==> src/rtl/ram_wb_arbiter_if.sv <==
// Bus bundle between the two Wishbone masters, the arbiter and the four RAM chip backdoors.
// The arbiter uses the slave modport; the environment (masters and chips) uses the master modport.
interface ram_wb_arbiter_if;
  logic         m0_cyc_i, m0_stb_i, m0_we_i;
  logic [31:0]  m0_addr_i, m0_data_i, m0_data_o;
  logic         m0_ack_o, m0_err_o;
  logic         m1_cyc_i, m1_stb_i, m1_we_i;
  logic [31:0]  m1_addr_i, m1_data_i, m1_data_o;
  logic         m1_ack_o, m1_err_o;
  logic [3:0]   s_cyc_o, s_stb_o;
  logic         s_we_o;
  logic [31:0]  s_addr_o, s_data_o;
  logic [127:0] s_data_i;
  logic [3:0]   s_ack_i;

  // Arbiter side
  modport slave (
    input  m0_cyc_i, m0_stb_i, m0_we_i, m0_addr_i, m0_data_i,
    output m0_data_o, m0_ack_o, m0_err_o,
    input  m1_cyc_i, m1_stb_i, m1_we_i, m1_addr_i, m1_data_i,
    output m1_data_o, m1_ack_o, m1_err_o,
    output s_cyc_o, s_stb_o, s_we_o, s_addr_o, s_data_o,
    input  s_data_i, s_ack_i
  );

  // Masters and chips side
  modport master (
    output m0_cyc_i, m0_stb_i, m0_we_i, m0_addr_i, m0_data_i,
    input  m0_data_o, m0_ack_o, m0_err_o,
    output m1_cyc_i, m1_stb_i, m1_we_i, m1_addr_i, m1_data_i,
    input  m1_data_o, m1_ack_o, m1_err_o,
    input  s_cyc_o, s_stb_o, s_we_o, s_addr_o, s_data_o,
    output s_data_i, s_ack_i
  );
endinterface

==> src/rtl/ram_wb_arbiter.sv <==
// Round-robin arbiter sharing the Wishbone backdoor of four RAM chips between two masters.
module ram_wb_arbiter #(
  parameter int unsigned TIMEOUT   = 31,
  parameter int unsigned NUM_CHIPS = 4
) (
  input  logic            clock,
  input  logic            reset_n,
  ram_wb_arbiter_if.slave bus
);

  localparam int unsigned CNT_W  = 6;
  localparam int unsigned DATA_W = 32;

  if (NUM_CHIPS != 4) begin : g_bad_num_chips
    $error("ram_wb_arbiter: NUM_CHIPS must be 4");
  end
  if (TIMEOUT < 9 || TIMEOUT > 63) begin : g_bad_timeout
    $error("ram_wb_arbiter: TIMEOUT must be in 9..63");
  end

  typedef enum logic [1:0] {IDLE, WAIT, RESP, ERR} state_t;

  state_t                 state_q, state_d;
  logic                   last_q, last_d;
  logic                   gnt_q, gnt_d;
  logic [1:0]             chip_q, chip_d;
  logic                   abort_q, abort_d;
  logic [CNT_W-1:0]       cnt_q, cnt_d;
  logic [3:0]             s_cyc_q, s_cyc_d;
  logic                   s_we_q, s_we_d;
  logic [DATA_W-1:0]      s_addr_q, s_addr_d;
  logic [DATA_W-1:0]      s_data_q, s_data_d;
  logic [1:0][DATA_W-1:0] rdata_q, rdata_d;
  logic [1:0]             ack_q, ack_d;
  logic [1:0]             err_q, err_d;

  logic              req0, req1, pick;
  logic [31:0]       sel_addr;
  logic [3:0]        sel_wdata;
  logic              sel_we;
  logic              gnt_cyc, ack_hit, aborting;
  logic [DATA_W-1:0] chip_rdata;

  // Request decode and round-robin pick: on a tie the master that did not win last time goes
  assign req0      = bus.m0_cyc_i & bus.m0_stb_i;
  assign req1      = bus.m1_cyc_i & bus.m1_stb_i;
  assign pick      = (req0 & req1) ? ~last_q : req1;
  assign sel_addr  = pick ? bus.m1_addr_i : bus.m0_addr_i;
  assign sel_wdata = pick ? bus.m1_data_i[3:0] : bus.m0_data_i[3:0];
  assign sel_we    = pick ? bus.m1_we_i : bus.m0_we_i;

  // Granted-chip view while waiting; a master dropping cyc only suppresses its own response
  assign gnt_cyc    = gnt_q ? bus.m1_cyc_i : bus.m0_cyc_i;
  assign aborting   = abort_q | ~gnt_cyc;
  assign ack_hit    = bus.s_ack_i[chip_q];
  assign chip_rdata = bus.s_data_i[{chip_q, 5'd0} +: DATA_W];

  // Next-state and next-output logic
  always_comb begin
    state_d  = state_q;
    last_d   = last_q;
    gnt_d    = gnt_q;
    chip_d   = chip_q;
    abort_d  = abort_q;
    cnt_d    = cnt_q;
    s_cyc_d  = s_cyc_q;
    s_we_d   = s_we_q;
    s_addr_d = s_addr_q;
    s_data_d = s_data_q;
    rdata_d  = rdata_q;
    ack_d    = '0;
    err_d    = '0;
    case (state_q)
      IDLE: begin
        if (req0 | req1) begin
          gnt_d   = pick;
          last_d  = pick;
          chip_d  = sel_addr[10:9];
          abort_d = 1'b0;
          cnt_d   = '0;
          if (sel_addr[31:11] != 21'd0) begin
            state_d = ERR;
          end else begin
            state_d  = WAIT;
            s_cyc_d  = 4'(1) << sel_addr[10:9];
            s_we_d   = sel_we;
            s_addr_d = {23'd0, sel_addr[8:2], 2'b00};
            s_data_d = {28'd0, sel_wdata};
          end
        end
      end
      WAIT: begin
        abort_d = aborting;
        if (ack_hit) begin
          // Drop the strobe on the ack edge so a halted chip is not re-triggered
          s_cyc_d = '0;
          state_d = RESP;
          if (!s_we_q && !aborting) begin
            rdata_d[gnt_q] = chip_rdata;
          end
        end else if (cnt_q == CNT_W'(TIMEOUT - 1)) begin
          s_cyc_d = '0;
          state_d = ERR;
        end else begin
          cnt_d = cnt_q + CNT_W'(1);
        end
      end
      RESP: begin
        if (!abort_q) ack_d[gnt_q] = 1'b1;
        state_d = IDLE;
      end
      ERR: begin
        if (!abort_q) err_d[gnt_q] = 1'b1;
        state_d = IDLE;
      end
      default: state_d = IDLE;
    endcase
  end

  // State and output registers
  always_ff @(posedge clock) begin
    if (!reset_n) begin
      state_q  <= IDLE;
      last_q   <= 1'b1;
      gnt_q    <= 1'b0;
      chip_q   <= '0;
      abort_q  <= 1'b0;
      cnt_q    <= '0;
      s_cyc_q  <= '0;
      s_we_q   <= 1'b0;
      s_addr_q <= '0;
      s_data_q <= '0;
      rdata_q  <= '0;
      ack_q    <= '0;
      err_q    <= '0;
    end else begin
      state_q  <= state_d;
      last_q   <= last_d;
      gnt_q    <= gnt_d;
      chip_q   <= chip_d;
      abort_q  <= abort_d;
      cnt_q    <= cnt_d;
      s_cyc_q  <= s_cyc_d;
      s_we_q   <= s_we_d;
      s_addr_q <= s_addr_d;
      s_data_q <= s_data_d;
      rdata_q  <= rdata_d;
      ack_q    <= ack_d;
      err_q    <= err_d;
    end
  end

  assign bus.s_cyc_o   = s_cyc_q;
  assign bus.s_stb_o   = s_cyc_q;
  assign bus.s_we_o    = s_we_q;
  assign bus.s_addr_o  = s_addr_q;
  assign bus.s_data_o  = s_data_q;
  assign bus.m0_data_o = rdata_q[0];
  assign bus.m1_data_o = rdata_q[1];
  assign bus.m0_ack_o  = ack_q[0];
  assign bus.m1_ack_o  = ack_q[1];
  assign bus.m0_err_o  = err_q[0];
  assign bus.m1_err_o  = err_q[1];

endmodule

==> src/flat_wrapper.sv <==
// flat-port wrapper written by rule: the top's interface ports become plain ports
module ram_wb_arbiter_flat 
#(
  parameter int unsigned TIMEOUT   = 31,
  parameter int unsigned NUM_CHIPS = 4
)
  (clock, reset_n, bus_m0_cyc_i, bus_m0_stb_i, bus_m0_we_i, bus_m0_addr_i, bus_m0_data_i, bus_m0_data_o, bus_m0_ack_o, bus_m0_err_o, bus_m1_cyc_i, bus_m1_stb_i, bus_m1_we_i, bus_m1_addr_i, bus_m1_data_i, bus_m1_data_o, bus_m1_ack_o, bus_m1_err_o, bus_s_cyc_o, bus_s_stb_o, bus_s_we_o, bus_s_addr_o, bus_s_data_o, bus_s_data_i, bus_s_ack_i);
  ram_wb_arbiter_if bus_i ();
  input  logic clock;
  input  logic reset_n;
  input wire logic [$bits(bus_i.m0_cyc_i)-1:0] bus_m0_cyc_i;
  input wire logic [$bits(bus_i.m0_stb_i)-1:0] bus_m0_stb_i;
  input wire logic [$bits(bus_i.m0_we_i)-1:0] bus_m0_we_i;
  input wire logic [$bits(bus_i.m0_addr_i)-1:0] bus_m0_addr_i;
  input wire logic [$bits(bus_i.m0_data_i)-1:0] bus_m0_data_i;
  output wire logic [$bits(bus_i.m0_data_o)-1:0] bus_m0_data_o;
  output wire logic [$bits(bus_i.m0_ack_o)-1:0] bus_m0_ack_o;
  output wire logic [$bits(bus_i.m0_err_o)-1:0] bus_m0_err_o;
  input wire logic [$bits(bus_i.m1_cyc_i)-1:0] bus_m1_cyc_i;
  input wire logic [$bits(bus_i.m1_stb_i)-1:0] bus_m1_stb_i;
  input wire logic [$bits(bus_i.m1_we_i)-1:0] bus_m1_we_i;
  input wire logic [$bits(bus_i.m1_addr_i)-1:0] bus_m1_addr_i;
  input wire logic [$bits(bus_i.m1_data_i)-1:0] bus_m1_data_i;
  output wire logic [$bits(bus_i.m1_data_o)-1:0] bus_m1_data_o;
  output wire logic [$bits(bus_i.m1_ack_o)-1:0] bus_m1_ack_o;
  output wire logic [$bits(bus_i.m1_err_o)-1:0] bus_m1_err_o;
  output wire logic [$bits(bus_i.s_cyc_o)-1:0] bus_s_cyc_o;
  output wire logic [$bits(bus_i.s_stb_o)-1:0] bus_s_stb_o;
  output wire logic [$bits(bus_i.s_we_o)-1:0] bus_s_we_o;
  output wire logic [$bits(bus_i.s_addr_o)-1:0] bus_s_addr_o;
  output wire logic [$bits(bus_i.s_data_o)-1:0] bus_s_data_o;
  input wire logic [$bits(bus_i.s_data_i)-1:0] bus_s_data_i;
  input wire logic [$bits(bus_i.s_ack_i)-1:0] bus_s_ack_i;
  assign bus_i.m0_cyc_i = bus_m0_cyc_i;
  assign bus_i.m0_stb_i = bus_m0_stb_i;
  assign bus_i.m0_we_i = bus_m0_we_i;
  assign bus_i.m0_addr_i = bus_m0_addr_i;
  assign bus_i.m0_data_i = bus_m0_data_i;
  assign bus_m0_data_o = bus_i.m0_data_o;
  assign bus_m0_ack_o = bus_i.m0_ack_o;
  assign bus_m0_err_o = bus_i.m0_err_o;
  assign bus_i.m1_cyc_i = bus_m1_cyc_i;
  assign bus_i.m1_stb_i = bus_m1_stb_i;
  assign bus_i.m1_we_i = bus_m1_we_i;
  assign bus_i.m1_addr_i = bus_m1_addr_i;
  assign bus_i.m1_data_i = bus_m1_data_i;
  assign bus_m1_data_o = bus_i.m1_data_o;
  assign bus_m1_ack_o = bus_i.m1_ack_o;
  assign bus_m1_err_o = bus_i.m1_err_o;
  assign bus_s_cyc_o = bus_i.s_cyc_o;
  assign bus_s_stb_o = bus_i.s_stb_o;
  assign bus_s_we_o = bus_i.s_we_o;
  assign bus_s_addr_o = bus_i.s_addr_o;
  assign bus_s_data_o = bus_i.s_data_o;
  assign bus_i.s_data_i = bus_s_data_i;
  assign bus_i.s_ack_i = bus_s_ack_i;
  ram_wb_arbiter #(.TIMEOUT(TIMEOUT), .NUM_CHIPS(NUM_CHIPS)) u_core (.clock(clock), .reset_n(reset_n), .bus(bus_i));
endmodule
==> config.mk <==
export PLATFORM = sky130hd
export DESIGN_NAME = ram_wb_arbiter_flat
export DESIGN_NICKNAME = d
export VERILOG_FILES = /design/src/rtl/ram_wb_arbiter_if.sv /design/src/rtl/ram_wb_arbiter.sv /design/src/flat_wrapper.sv
export SDC_FILE = /design/constraint.sdc
export NUM_CORES = 1
export LEC_CHECK = 0
export BUFFER_PORTS_ARGS = -buffer_cell sky130_fd_sc_hd__buf_2
export CAP_MARGIN = 20
export CORE_AREA = 2 2 159 161
export CTS_BUF_LIST = sky130_fd_sc_hd__clkbuf_4
export CTS_CLUSTER_DIAMETER = 60
export DETAILED_ROUTE_END_ITERATION = 8
export DIE_AREA = 0 0 161 163
export HOLD_SLACK_MARGIN = 0.12
export SLEW_MARGIN = 20
export SYNTH_ARGS = -nofsm -noshare
export SYNTH_HDL_FRONTEND = slang
export SYNTH_SLANG_ARGS = --single-unit
==> constraint.sdc <==
create_clock -name clock -period 2.2 [get_ports clock]
set_input_delay 0.22 -clock clock [delete_from_list [all_inputs] [get_ports clock]]
set_output_delay 0.22 -clock clock [all_outputs]
set_load 0.05 [all_outputs]
# Word level (Yosys, flattened, before mapping)
# Cells that the tools add are included.
[classes]
addsub = 1
n_mul = 0
div_mod_pow = 0
n_lt_le_gt_ge = 3
eq_ne = 9
n_shift = 2
n_mux = 29
bitwise_logic = 8
reduce_logical = 17
[ops]
columns = ["op", "n"]
rows = [
  ["128-bit by 8-bit indexed part select with 32-bit output", 1],
  ["64-bit bitwise mux", 1],
  ["32-bit 2-to-1 mux", 2],
  ["32-bit demux with 1-bit select", 1],
  ["21-bit nonzero test", 1],
  ["4-bit 2-to-1 mux", 5],
  ["6-bit 2-to-1 mux", 3],
  ["6-bit one-hot mux with 2 select lines", 1],
  ["2-bit 2-to-1 mux", 5],
  ["2-bit AND reduction", 5],
  ["4-bit one-hot mux with 2 select lines", 1],
  ["4-bit AND reduction", 2],
  ["6-bit by 1-bit adder with 6-bit output (second input constant)", 1],
  ["6-bit by 5-bit == test with 1-bit output (second input constant)", 1],
  ["1-bit 2-to-1 mux", 6],
  ["2-bit inequality test (second input constant)", 3],
  ["2-bit one-hot mux with 3 select lines", 1],
  ["3-bit AND reduction", 2],
  ["2-bit == test (second input constant)", 2],
  ["1-bit by 2-bit left shift with 4-bit output (first input constant)", 1],
  ["1-bit AND", 3],
  ["2-bit by 3-bit < comparator with 1-bit output (second input constant)", 1],
  ["3-bit by 1-bit inequality test with 1-bit output (second input constant)", 1],
  ["1-bit inverter", 3],
  ["other kinds (13)", 16],
]
[totals]
regBits = 97
latch_bits = 0
ramBits = 0
rom_bits = 0
in_bits = 268
mem_count = 0

# Longest topological paths before layout
# Gate-level depths: netlist (run 1).
[depth]
ltp_word = 8
depth_mapped = 8
depth_no_buf = 7

# Least setup slack after synthesis (run 1)
# Ideal clock, no wire load.
[synth_timing]
kind = "register to register"
startpoint = "register u_core.chip_q[0]"
endpoint = "register u_core.cnt_q[1]"
arrival_ps = 1715
t_required_ps = 2135
setup_slack_ps = 420
path_stages_with_launch = 6
n_path_buf = 1
path_cell_list = "dfxtp_1 -> buf_6 -> mux4_2 -> a211oi_4 -> mux2_2 -> nor2_1"
[synth_between]
elab_chain_cells = 4
[synth_lines]
columns = ["item", "line", "source"]
rows = [
  ["start: declaration", "ram_wb_arbiter.sv:26", "logic [1:0] chip_q, chip_d;"],
  ["start signal: assignment", "ram_wb_arbiter.sv:140", "chip_q <= chip_d;"],
  ["1-bit binary-select mux with 2-bit select", "ram_wb_arbiter.sv:55", "assign ack_hit = bus.s_ack_i[chip_q];"],
  ["1-bit 2-to-1 mux (implied by the code)", "ram_wb_arbiter.sv:55", ""],
  ["2-bit inequality test (no line)", "-", ""],
  ["4-bit AND reduction (no line)", "-", ""],
  ["end signal: assignment", "ram_wb_arbiter.sv:142", "cnt_q <= cnt_d;"],
  ["end: declaration", "ram_wb_arbiter.sv:28", "logic [CNT_W-1:0] cnt_q, cnt_d;"],
]
# Every way passes these cells. The select of a mux whose other input is x is not followed.
# A chain may end at the register's enable or synchronous reset.

# Final worst setup path (run 1)
[layout_timing]
startpoint = "register u_core.last_q"
endpoint = "register u_core.s_addr_q[4] (netlist: u_core.bus.s_addr_o[4])"
[layout_between]
elab_chain_cells = 6
[layout_lines]
columns = ["item", "line", "source"]
rows = [
  ["start: declaration", "ram_wb_arbiter.sv:24", "logic last_q, last_d;"],
  ["start signal: assignment", "ram_wb_arbiter.sv:138", "last_q <= last_d;"],
  ["1-bit inverter *", "ram_wb_arbiter.sv:47", "assign pick = (req0 & req1) ? ~last_q : req1;"],
  ["1-bit 2-to-1 mux *", "ram_wb_arbiter.sv:47", ""],
  ["32-bit 2-to-1 mux *", "ram_wb_arbiter.sv:48", "assign sel_addr = pick ? bus.m1_addr_i : bus.m0_addr_i;"],
  ["21-bit nonzero test", "ram_wb_arbiter.sv:81", "if (sel_addr[31:11] != 21'd0) begin"],
  ["1-bit inverter (no line)", "-", ""],
  ["3-bit AND reduction (no line)", "-", ""],
  ["end signal: assignment", "ram_wb_arbiter.sv:145", "s_addr_q <= s_addr_d;"],
  ["end: declaration", "ram_wb_arbiter.sv:31", "logic [DATA_W-1:0] s_addr_q, s_addr_d;"],
]
# Mark *: on every way between the ends. The rest lies on a longest branch, timed or not.

==> metrics, run 1 <==
Placed Cells incl. Taps=1094; number of endpoints with negative hold slack in the final report=0; met3 routing resource usage after global routing=3.06%; Starting DRT DRC Count=166; Setup Slack @ Placement=354 ps; first-pass iteration count of the detailed router=4; post-CTS clock slew at the launch and capture registers of the worst setup and hold paths=160 ps; type of the tightest min-delay check=in2reg; # H-tree levels=3; worst slack on hold paths=192 ps; setup tns final=0 ps; Die ar.=0.0262 mm^2; vias in the first global route=4399; Setup violations, final=0; number of synthesis warnings=0; GR Util All Layers=11.2%; Mapped Cells=496; maximum number of pins on one net before global-route repair=53; minimum period implied by the final worst setup slack=1940 ps; clock root cell=sky130_fd_sc_hd__clkbuf_4; met1 Use GR=12.3%; first-pass GRT wire length=22800 um; number of register bits inferred by synthesis=97; CP startpoint kind=register; Yosys top cell by area=sky130_fd_sc_hd__dfxtp_1; # nets final=1068; Fill cells=2646; leakage power=3.49 nW; detailed-route vias per instance=4.13; Final Non-Filler Cells=1135; Required @ worst endpoint=2580 ps; number of distinct standard cells referenced by the synthesized netlist=43; portion of the post-synthesis area used by sequential elements=37.7%; # clock sinks=97; Setup CP Type=reg2reg; result of the run=complete, no violations; period utilization=88.3%; detailed-route wire length per cell=13.8 um; worst-margin pin slew=573 ps; share of cells above drive strength 1=45.5%; antenna violations before repair=2; placer's final routability congestion estimate=0.726; relative area change from synthesis to final layout=38.7%; GRT Residual Overflow=0; post-synthesis instance area=0.00515 mm^2; met2 layer usage reported by global route=21.0%; core region area=0.0247 mm^2; cells taking the most area after synthesis=sky130_fd_sc_hd__dfxtp_1, sky130_fd_sc_hd__mux2i_1, sky130_fd_sc_hd__mux4_2; TritonCTS clock tree=built; fraction of post-synthesis cell area in the top cell type by area=37.7%; pwr dens=569 mW/mm^2; I/O pin count=409; final core utilization=28.9%; post-route clock skew=22.7 ps; final worst slack=258 ps; Die Span X=161 um; Post-DP Area=0.00675 mm^2; FMAX=515 MHz; kind of end point of the critical path=register; post-detailed-route DRC marker count=0; WP data arrival=2320 ps; number of buffer cells added on primary ports=295; WL final=15700 um; Site Rows=58; Antenna Violating Nets Remaining=0; number of vias in the routed layout=4688; maximum fanout count along the critical path=23; total power consumption of the routed design=4.06 mW; Max-slew headroom=61.8%; vertical die dimension=163 um; Post-Syn Area per Cell=10.4 um^2; cell area after layout=0.00714 mm^2; clock buffer count from CTS=9; post-cts resize count=0; Starting Density=20.9%; maximum buffer depth of the clock tree=2; layer carrying the most global-route usage=met2; final count of pins violating max slew=0; worst-case vdd ir drop=213 uV; clock latency of the later-clocked register in the worst-skew pair=470 ps; number of maximum-capacitance violations=0; post-detailed-placement half-perimeter wirelength=11800 um; unrepaired setup endpoints after global routing=no
report_power, final:
| group | switching [mW] | total, mW | internal [mW] |
|---|---|---|---|
| Combinational | 0.698 | 1.18 | 0.479 |
| Clock | 0.682 | 1.05 | 0.370 |
| Sequential | 0.0319 | 1.83 | 1.80 |
| Total | 1.41 | 4.06 | 2.65 |
worst max-delay path, stage by stage (launching register included):
cell and delay [ps]:
sky130_fd_sc_hd__dfxtp_1 390, sky130_fd_sc_hd__nand3_1 90, sky130_fd_sc_hd__nand3_1 100, sky130_fd_sc_hd__buf_4 300, sky130_fd_sc_hd__mux2i_1 130, sky130_fd_sc_hd__dlygate4sd3_1 580, sky130_fd_sc_hd__a311oi_1 260
cell type report:
type                       instances  area, um^2  share of cell area [%]
inverter                           3        11.3                   0.158
antenna                            2        5.00                  0.0701
tap                              330         413                    5.78
multi-input combinational        357        2780                    38.9
sequential                        97        1940                    27.2
clock inverter                     7        85.1                    1.19
timing repair buffer             330        1830                    25.7
clock buffer                       9        67.6                   0.947
cell usage in the layout (no fill, tap or decap), types with 2 or more instances in the layout:
| master | instances |
|---|---|
| sky130_fd_sc_hd__ha_1 | 2 |
| sky130_fd_sc_hd__clkbuf_4 | 9 |
| sky130_fd_sc_hd__o211ai_1 | 5 |
| sky130_fd_sc_hd__nor3b_1 | 4 |
| sky130_fd_sc_hd__and3b_1 | 2 |
| sky130_fd_sc_hd__inv_8 | 2 |
| sky130_fd_sc_hd__inv_6 | 2 |
| sky130_fd_sc_hd__nand3_1 | 6 |
| sky130_fd_sc_hd__a311oi_1 | 12 |
| sky130_fd_sc_hd__nor4_1 | 8 |
| sky130_fd_sc_hd__inv_1 | 2 |
| sky130_fd_sc_hd__clkinvlp_4 | 2 |
| sky130_fd_sc_hd__dfxtp_2 | 2 |
| sky130_fd_sc_hd__dlygate4sd3_1 | 23 |
| sky130_fd_sc_hd__xor2_1 | 3 |
| sky130_fd_sc_hd__buf_4 | 9 |
| sky130_fd_sc_hd__mux2i_1 | 79 |
| sky130_fd_sc_hd__dfxtp_1 | 95 |
| sky130_fd_sc_hd__a31oi_1 | 5 |
| sky130_fd_sc_hd__nor3_1 | 4 |
| sky130_fd_sc_hd__conb_1 | 53 |
| sky130_fd_sc_hd__mux4_2 | 33 |
| sky130_fd_sc_hd__nor2_1 | 83 |
| sky130_fd_sc_hd__a21oi_1 | 15 |
| sky130_fd_sc_hd__buf_12 | 3 |
| sky130_fd_sc_hd__nand4_1 | 4 |
| sky130_fd_sc_hd__diode_2 | 2 |
| sky130_fd_sc_hd__nand2_1 | 16 |
| sky130_fd_sc_hd__and3_1 | 4 |
| sky130_fd_sc_hd__buf_2 | 295 |
| sky130_fd_sc_hd__a211oi_1 | 3 |
repair_timing:
item / 4_1_cts / 5_1_grt
endpoints found under the hold margin: 19 / 0
hold buffers: 23 / 0
setup buffers: 0 / 0
synthesized netlist by cell type:
library cell / count
sky130_fd_sc_hd__a21o_1: 1
sky130_fd_sc_hd__nor3b_1: 4
sky130_fd_sc_hd__buf_6: 5
sky130_fd_sc_hd__mux4_2: 33
sky130_fd_sc_hd__buf_4: 60
sky130_fd_sc_hd__clkbuf_1: 18
sky130_fd_sc_hd__buf_2: 6
sky130_fd_sc_hd__a31oi_1: 5
sky130_fd_sc_hd__nand3_1: 6
sky130_fd_sc_hd__a311oi_1: 12
sky130_fd_sc_hd__a21oi_1: 15
sky130_fd_sc_hd__nand4b_1: 1
sky130_fd_sc_hd__and3b_1: 2
sky130_fd_sc_hd__dfxtp_1: 97
sky130_fd_sc_hd__inv_1: 2
sky130_fd_sc_hd__nor3_1: 4
sky130_fd_sc_hd__xor2_1: 3
sky130_fd_sc_hd__and2_1: 1
sky130_fd_sc_hd__nor4_1: 8
sky130_fd_sc_hd__and3_1: 4
sky130_fd_sc_hd__a211oi_4: 1
sky130_fd_sc_hd__mux2i_1: 79
sky130_fd_sc_hd__o211ai_1: 5
sky130_fd_sc_hd__a22o_1: 1
sky130_fd_sc_hd__o22ai_2: 1
sky130_fd_sc_hd__conb_1: 1
sky130_fd_sc_hd__nand2_1: 16
sky130_fd_sc_hd__and4_1: 1
sky130_fd_sc_hd__o22a_1: 1
sky130_fd_sc_hd__nor2_1: 83
sky130_fd_sc_hd__inv_2: 1
sky130_fd_sc_hd__buf_1: 2
sky130_fd_sc_hd__a221oi_1: 1
sky130_fd_sc_hd__ha_1: 2
sky130_fd_sc_hd__nand2b_1: 1
sky130_fd_sc_hd__nand4_2: 1
sky130_fd_sc_hd__mux2_2: 1
sky130_fd_sc_hd__or3_1: 1
sky130_fd_sc_hd__a211oi_1: 3
sky130_fd_sc_hd__xnor2_1: 1
sky130_fd_sc_hd__and4b_1: 1
sky130_fd_sc_hd__or2_2: 1
sky130_fd_sc_hd__nand4_1: 4
worst paths after layout:
kind | startpoint | endpoint | slack, ps | cells after the start
worst min register to register | u_core.bus.m0_data_o[5] | u_core.bus.m0_data_o[5] | 510 | 2
worst min-delay path | bus_m0_addr_i[9] | u_core.bus.s_cyc_o[0] | 190 | 4
worst max-delay path | u_core.last_q | u_core.bus.s_addr_o[4] | 260 | 6
worst max register to register | u_core.last_q | u_core.bus.s_addr_o[4] | 260 | 6
sequential cells by signal, summed over array words and instances, names as in the netlist, 2 cells and up:
register / count
u_core.bus.m1_data_o: 32
u_core.ack_q: 2
u_core.chip_q: 2
u_core.cnt_q: 6
u_core.bus.m0_data_o: 32
u_core.state_q: 2
u_core.bus.s_addr_o: 7
u_core.bus.s_cyc_o: 4
u_core.bus.s_data_o: 4
u_core.err_q: 2
cells by family after synthesis:
kind of cell,Yosys count,share of synthesized area (%)
xor gates and xnor gates,4,0.681
DFF,97,37.7
other,1,0.0729
muxes,113,30.0
adders and majority gates,2,0.486
AOI/OAI and AO/OA,46,6.56
buffers and inverters,94,12.1
and+or+nand+nor,139,12.3
metal layers:
layer  up-vias  part of all wire [%]
met5         -                  0.10
met4         2                   1.2
met3        14                   8.1
met2       218                    51
met1      2169                    39
li1       2285                     -
Power figures use the tool's default switching activity.
==> run 2, diff against run 1 <==
--- a/config.mk
+++ b/config.mk
@@ -13,6 +13,7 @@
 export DETAILED_ROUTE_END_ITERATION = 8
 export DIE_AREA = 0 0 161 163
 export HOLD_SLACK_MARGIN = 0.12
+export PLACE_DENSITY = 0.53
 export SLEW_MARGIN = 20
 export SYNTH_ARGS = -nofsm -noshare
 export SYNTH_HDL_FRONTEND = slang
==> run 2 against run 1 <==
  * Global-route usage increased by 0.48 points
  * Sequential power about the same
  * Total power decreased by 2.7%
  * Routed wire length increased by 1.5%
  * Clock power decreased by 9%
  * Cell count increased by 0.26%
  * Non-clock buffer count unchanged
==> metrics, run 2 (synthesized netlist as in run 1, its figures left out) <==
final core utilization=29.0%; Site Rows=58; clock root cell=sky130_fd_sc_hd__clkbuf_4; TritonCTS clock tree=built; detailed-route wire length per cell=14.0 um; share of cells above drive strength 1=45.2%; period utilization=88.4%; minimum period implied by the final worst setup slack=1950 ps; CP startpoint kind=register; maximum buffer depth of the clock tree=2; final count of pins violating max slew=0; post-cts resize count=0; most frequent cells in the layout=sky130_fd_sc_hd__buf_2, sky130_fd_sc_hd__dfxtp_1, sky130_fd_sc_hd__nor2_1; Die Span X=161 um; met1 Use GR=13.3%; post-CTS clock slew at the launch and capture registers of the worst setup and hold paths=170 ps; setup tns final=0 ps; number of endpoints with negative hold slack in the final report=0; worst-margin pin slew=534 ps; # nets final=1068; first-pass GRT wire length=23700 um; Setup violations, final=0; unrepaired setup endpoints after global routing=no; maximum fanout count along the critical path=23; Starting DRT DRC Count=158; pwr dens=552 mW/mm^2; WP data arrival=2320 ps; worst-case vdd ir drop=240 uV; # clock sinks=97; result of the run=complete, no violations; WL final=15900 um; met2 layer usage reported by global route=21.0%; antenna violations before repair=4; maximum number of pins on one net before global-route repair=68; vertical die dimension=163 um; relative area change from synthesis to final layout=39.1%; clock latency of the later-clocked register in the worst-skew pair=470 ps; destination of the worst hold path=u_core.bus.s_cyc_o[0]; Starting Density=20.9%; Die ar.=0.0262 mm^2; worst hold path startpoint=bus_m0_addr_i[9]; Max-slew headroom=64.4%; number of vias in the routed layout=4681; kind of end point of the critical path=register; core region area=0.0247 mm^2; placer's final routability congestion estimate=0.721; number of cells on the worst reg-to-reg path=6; commonest non-fill, non-tap cell in the layout=sky130_fd_sc_hd__buf_2; Hold Path Cell Cnt=4; post-detailed-placement half-perimeter wirelength=12100 um; met3 routing resource usage after global routing=3.97%; Setup CP Type=reg2reg; Worst R2R End=u_core.bus.s_addr_o[8]; type of the tightest min-delay check=in2reg; post-detailed-route DRC marker count=0; first-pass iteration count of the detailed router=4; worst setup slack for register-to-register paths=250 ps; vias in the first global route=4327; detailed-route vias per instance=4.11; layer carrying the most global-route usage=met2; reg-to-reg critical path startpoint=u_core.last_q; clock buffer count from CTS=9; # H-tree levels=3; number of buffer cells added on primary ports=295; GRT Residual Overflow=0; FMAX=514 MHz; number of maximum-capacitance violations=0; post-route clock skew=26.6 ps; GR Util All Layers=11.6%; Antenna Violating Nets Remaining=0; Required @ worst endpoint=2580 ps; I/O pin count=409; leakage power=3.50 nW
==> run 2: worst max path at each step <==
stage               slack, ps                        to              from  cells past startpoint
floorplan                 420           u_core.cnt_q[1]  u_core.chip_q[0]                      5
global placement          370  u_core.bus.m1_data_o[10]  u_core.chip_q[0]                      5
detailed placement        360  u_core.bus.m1_data_o[15]  u_core.chip_q[0]                      5
CTS                       310    u_core.bus.s_addr_o[2]     u_core.last_q                      6
global route              120    u_core.bus.s_addr_o[8]     u_core.last_q                      6
finish                    250    u_core.bus.s_addr_o[8]     u_core.last_q                      6
==> run 2: through the flow <==
| stage | area [um^2] | hold slack (ps) | std cells | setup slack (ps) | total power [mW] |
|---|---|---|---|---|---|
| detailed placement | 6780 | 444 | 1093 | 358 | 3.01 |
| global placement | 6780 | 443 | 1093 | 371 | 3.01 |
| CTS | 7150 | 129 | 1133 | 311 | 4.04 |
| finish | 7160 | 174 | 1138 | 254 | 3.96 |
| global route | 7160 | 135 | 1137 | 120 | 4.20 |
| floorplan | 5340 | 282 | 548 | 420 | 2.73 |
==> run 2: critical path, stage by stage (launching register included) <==
cell                            delay (ps)
sky130_fd_sc_hd__dfxtp_1               380
sky130_fd_sc_hd__nand3_1                90
sky130_fd_sc_hd__nand3_1                90
sky130_fd_sc_hd__buf_4                 310
sky130_fd_sc_hd__mux2i_1               130
sky130_fd_sc_hd__dlygate4sd3_1         580
sky130_fd_sc_hd__a311oi_1              270
==> run 2: what timing repair did <==
| item | in CTS | in global routing |
|---|---|---|
| buffers inserted | 0 | 0 |
| hold buffers | 24 | 0 |
| endpoints found under the setup margin | 0 | 0 |
| hold endpoints to repair | 20 | 0 |
==> run 2: metal layers <==
metal  wire length, um  vias to the layer above
met5                21                        -
met4               140                        4
met3              1440                       14
met2              7820                      218
met1              6470                     2160
li1                  -                     2285
==> run 2: area by class of cell <==
type | instances | area [um^2]
clock buffers | 9 | 67.6
well taps | 330 | 413
repair buffers | 330 | 1860
flip-flops and latches | 97 | 1940
inverters | 3 | 11.3
fillers | 2681 | 17500
multi-input cells | 357 | 2790
diodes | 5 | 12.5
clock inverters | 7 | 62.6
==> run 2: where the power goes <==
part           switching, mW  leakage (nW)  internal, mW
logic                  0.697          2.64         0.475
registers             0.0280         0.784          1.80
clock network          0.696        0.0695         0.257
total                   1.42          3.50          2.53
==> run 3, diff against run 2 <==
--- a/config.mk
+++ b/config.mk
@@ -13,7 +13,7 @@
 export DETAILED_ROUTE_END_ITERATION = 8
 export DIE_AREA = 0 0 161 163
 export HOLD_SLACK_MARGIN = 0.12
-export PLACE_DENSITY = 0.53
+export PLACE_DENSITY_LB_ADDON = 0.25
 export SLEW_MARGIN = 20
 export SYNTH_ARGS = -nofsm -noshare
 export SYNTH_HDL_FRONTEND = slang
==> run 3 against run 2 <==
  * Sequential share of layout area grew 0.071 points
  * Sequential cell count unchanged
  * Highest routed layer unchanged
  * Maximum frequency increased by 1.7%
  * Total power about the same
  * Worst setup slack better by 32 ps
==> metrics, run 3 (synthesized netlist as in run 1, its figures left out) <==
result of the run=complete, no violations; number of endpoints with negative hold slack in the final report=0; commonest non-fill, non-tap cell in the layout=sky130_fd_sc_hd__buf_2; unrepaired setup endpoints after global routing=no; hold buffer count at cts=25; Largest delay share family, worst path=buffers and inverters; GRT Residual Overflow=0; vertical die dimension=163 um; GR Util All Layers=11.7%; post-CTS clock slew at the launch and capture registers of the worst setup and hold paths=170 ps; worst hold path startpoint=bus_m1_addr_i[6]; detailed-route wire length per cell=13.8 um; setup tns final=0 ps; first-pass GRT wire length=24100 um; maximum fanout count along the critical path=23; post-detailed-route DRC marker count=0; FMAX=523 MHz; share of cells above drive strength 1=45.5%; WL final=15800 um; placer's final routability congestion estimate=0.732; Max-slew headroom=66.2%; worst-margin pin slew=508 ps; Placed Cells incl. Taps=1096; kind of end point of the critical path=register; Starting Density=20.9%; post-cts resize count=0; Slowest Stage Delay on Critical Path=580 ps; number of buffers and inverters on the critical path=2; minimum period implied by the final worst setup slack=1910 ps; sequential cell area=0.00194 mm^2; CP startpoint kind=register; clock buffer count from CTS=9; # H-tree levels=3; maximum number of pins on one net before global-route repair=48; # clock sinks=97; start point of the critical path=u_core.last_q; Die Span X=161 um; clock root cell=sky130_fd_sc_hd__clkbuf_4; # nets final=1072; Starting DRT DRC Count=142; number of maximum-capacitance violations=0; number of buffer cells added on primary ports=295; cell area after layout=0.00714 mm^2; worst-case vdd ir drop=193 uV; vias in the first global route=4561; Final Non-Filler Cells=1141; detailed-route vias per instance=4.12; final count of pins violating max slew=0; post-detailed-placement half-perimeter wirelength=12400 um; post-route clock skew=27.1 ps; reg-to-reg critical path startpoint=u_core.last_q; Antenna Violating Nets Remaining=0; worst path cell trace=nand3_1 > nand3_1 > buf_4 > mux2i_1 > dlygate4sd3_1 > a311oi_1; most frequent cells in the layout=sky130_fd_sc_hd__buf_2, sky130_fd_sc_hd__dfxtp_1, sky130_fd_sc_hd__nor2_1; pwr dens=554 mW/mm^2; maximum buffer depth of the clock tree=2; Slowest-stage cell, CP=sky130_fd_sc_hd__dlygate4sd3_1; I/O pin count=409; clock latency of the later-clocked register in the worst-skew pair=480 ps; area used by multi-input combinational logic=0.00278 mm^2; Setup CP Type=reg2reg; Setup violations, final=0; Site Rows=58; antenna violations before repair=4; worst slack on hold paths=167 ps; core region area=0.0247 mm^2; Most common cell on crit path=sky130_fd_sc_hd__nand3_1; type of the tightest min-delay check=in2reg; first-pass iteration count of the detailed router=4; TritonCTS clock tree=built; worst setup slack for register-to-register paths=290 ps; Post-DP Area=0.00675 mm^2; Required @ worst endpoint=2600 ps; relative area change from synthesis to final layout=38.8%; period utilization=87.0%; WP data arrival=2310 ps; # Post-CTS Setup Buffers=0; number of vias in the routed layout=4702; Fill cells=2659; leakage power=3.50 nW; Die ar.=0.0262 mm^2
==> run 3: cell types whose count changed in the layout (fill, tap and decap cells not counted), moves of 2 or more <==
cell / previous run / this run
sky130_fd_sc_hd__buf_4: 6 / 12
sky130_fd_sc_hd__buf_12: 5 / 2
sky130_fd_sc_hd__clkinv_4: 2 / 0
sky130_fd_sc_hd__inv_6: 0 / 2
==> run 3: worst paths after layout <==
check / depth (start not counted) / endpoint
setup / recovery: 6 / u_core.bus.s_data_o[0]
hold / removal: 3 / u_core.bus.s_addr_o[6]
setup reg to reg: 6 / u_core.bus.s_data_o[0]
hold reg to reg: 2 / u_core.bus.m0_data_o[8]
==> run 3: final cells by class <==
cell class	instances	area share [%]
multi-input combinational	357	38.9
antenna	4	0.140
clock inverter	7	0.841
tap	330	5.78
timing repair buffer	334	26.0
sequential	97	27.2
clock buffer	9	0.946
inverter	3	0.158
==> run 3: stage by stage <==
stage                     util (%)  worst slack [ps]  power, mW
after floorplan                  -               420       2.73
after global placement        27.4               369       3.00
after detailed placement      27.4               336       3.00
after CTS                     28.9               278       4.06
after global routing          28.9               102       4.20
final                         28.9               287       3.96
==> run 3: worst min-delay path, stage by stage <==
cell and delay (ps):
sky130_fd_sc_hd__buf_2 100, sky130_fd_sc_hd__mux2i_1 180, sky130_fd_sc_hd__a311oi_1 120
==> run 3: per-layer routing <==
layer / up-vias / global-route usage, % / wire length [um]
li1: 2301 / - / -
met1: 2162 / 13.8 / 6440
met4: 2 / 3.49 / 262
met3: 16 / 3.44 / 1390
met5: - / 0 / 16
met2: 221 / 20.6 / 7680
==> run 3: power breakdown <==
part           total (mW)  switching [mW]  leakage (nW)  internal (mW)
Sequential           1.83          0.0300         0.784           1.80
Combinational        1.17           0.697          2.65          0.473
Clock               0.956           0.702        0.0668          0.254
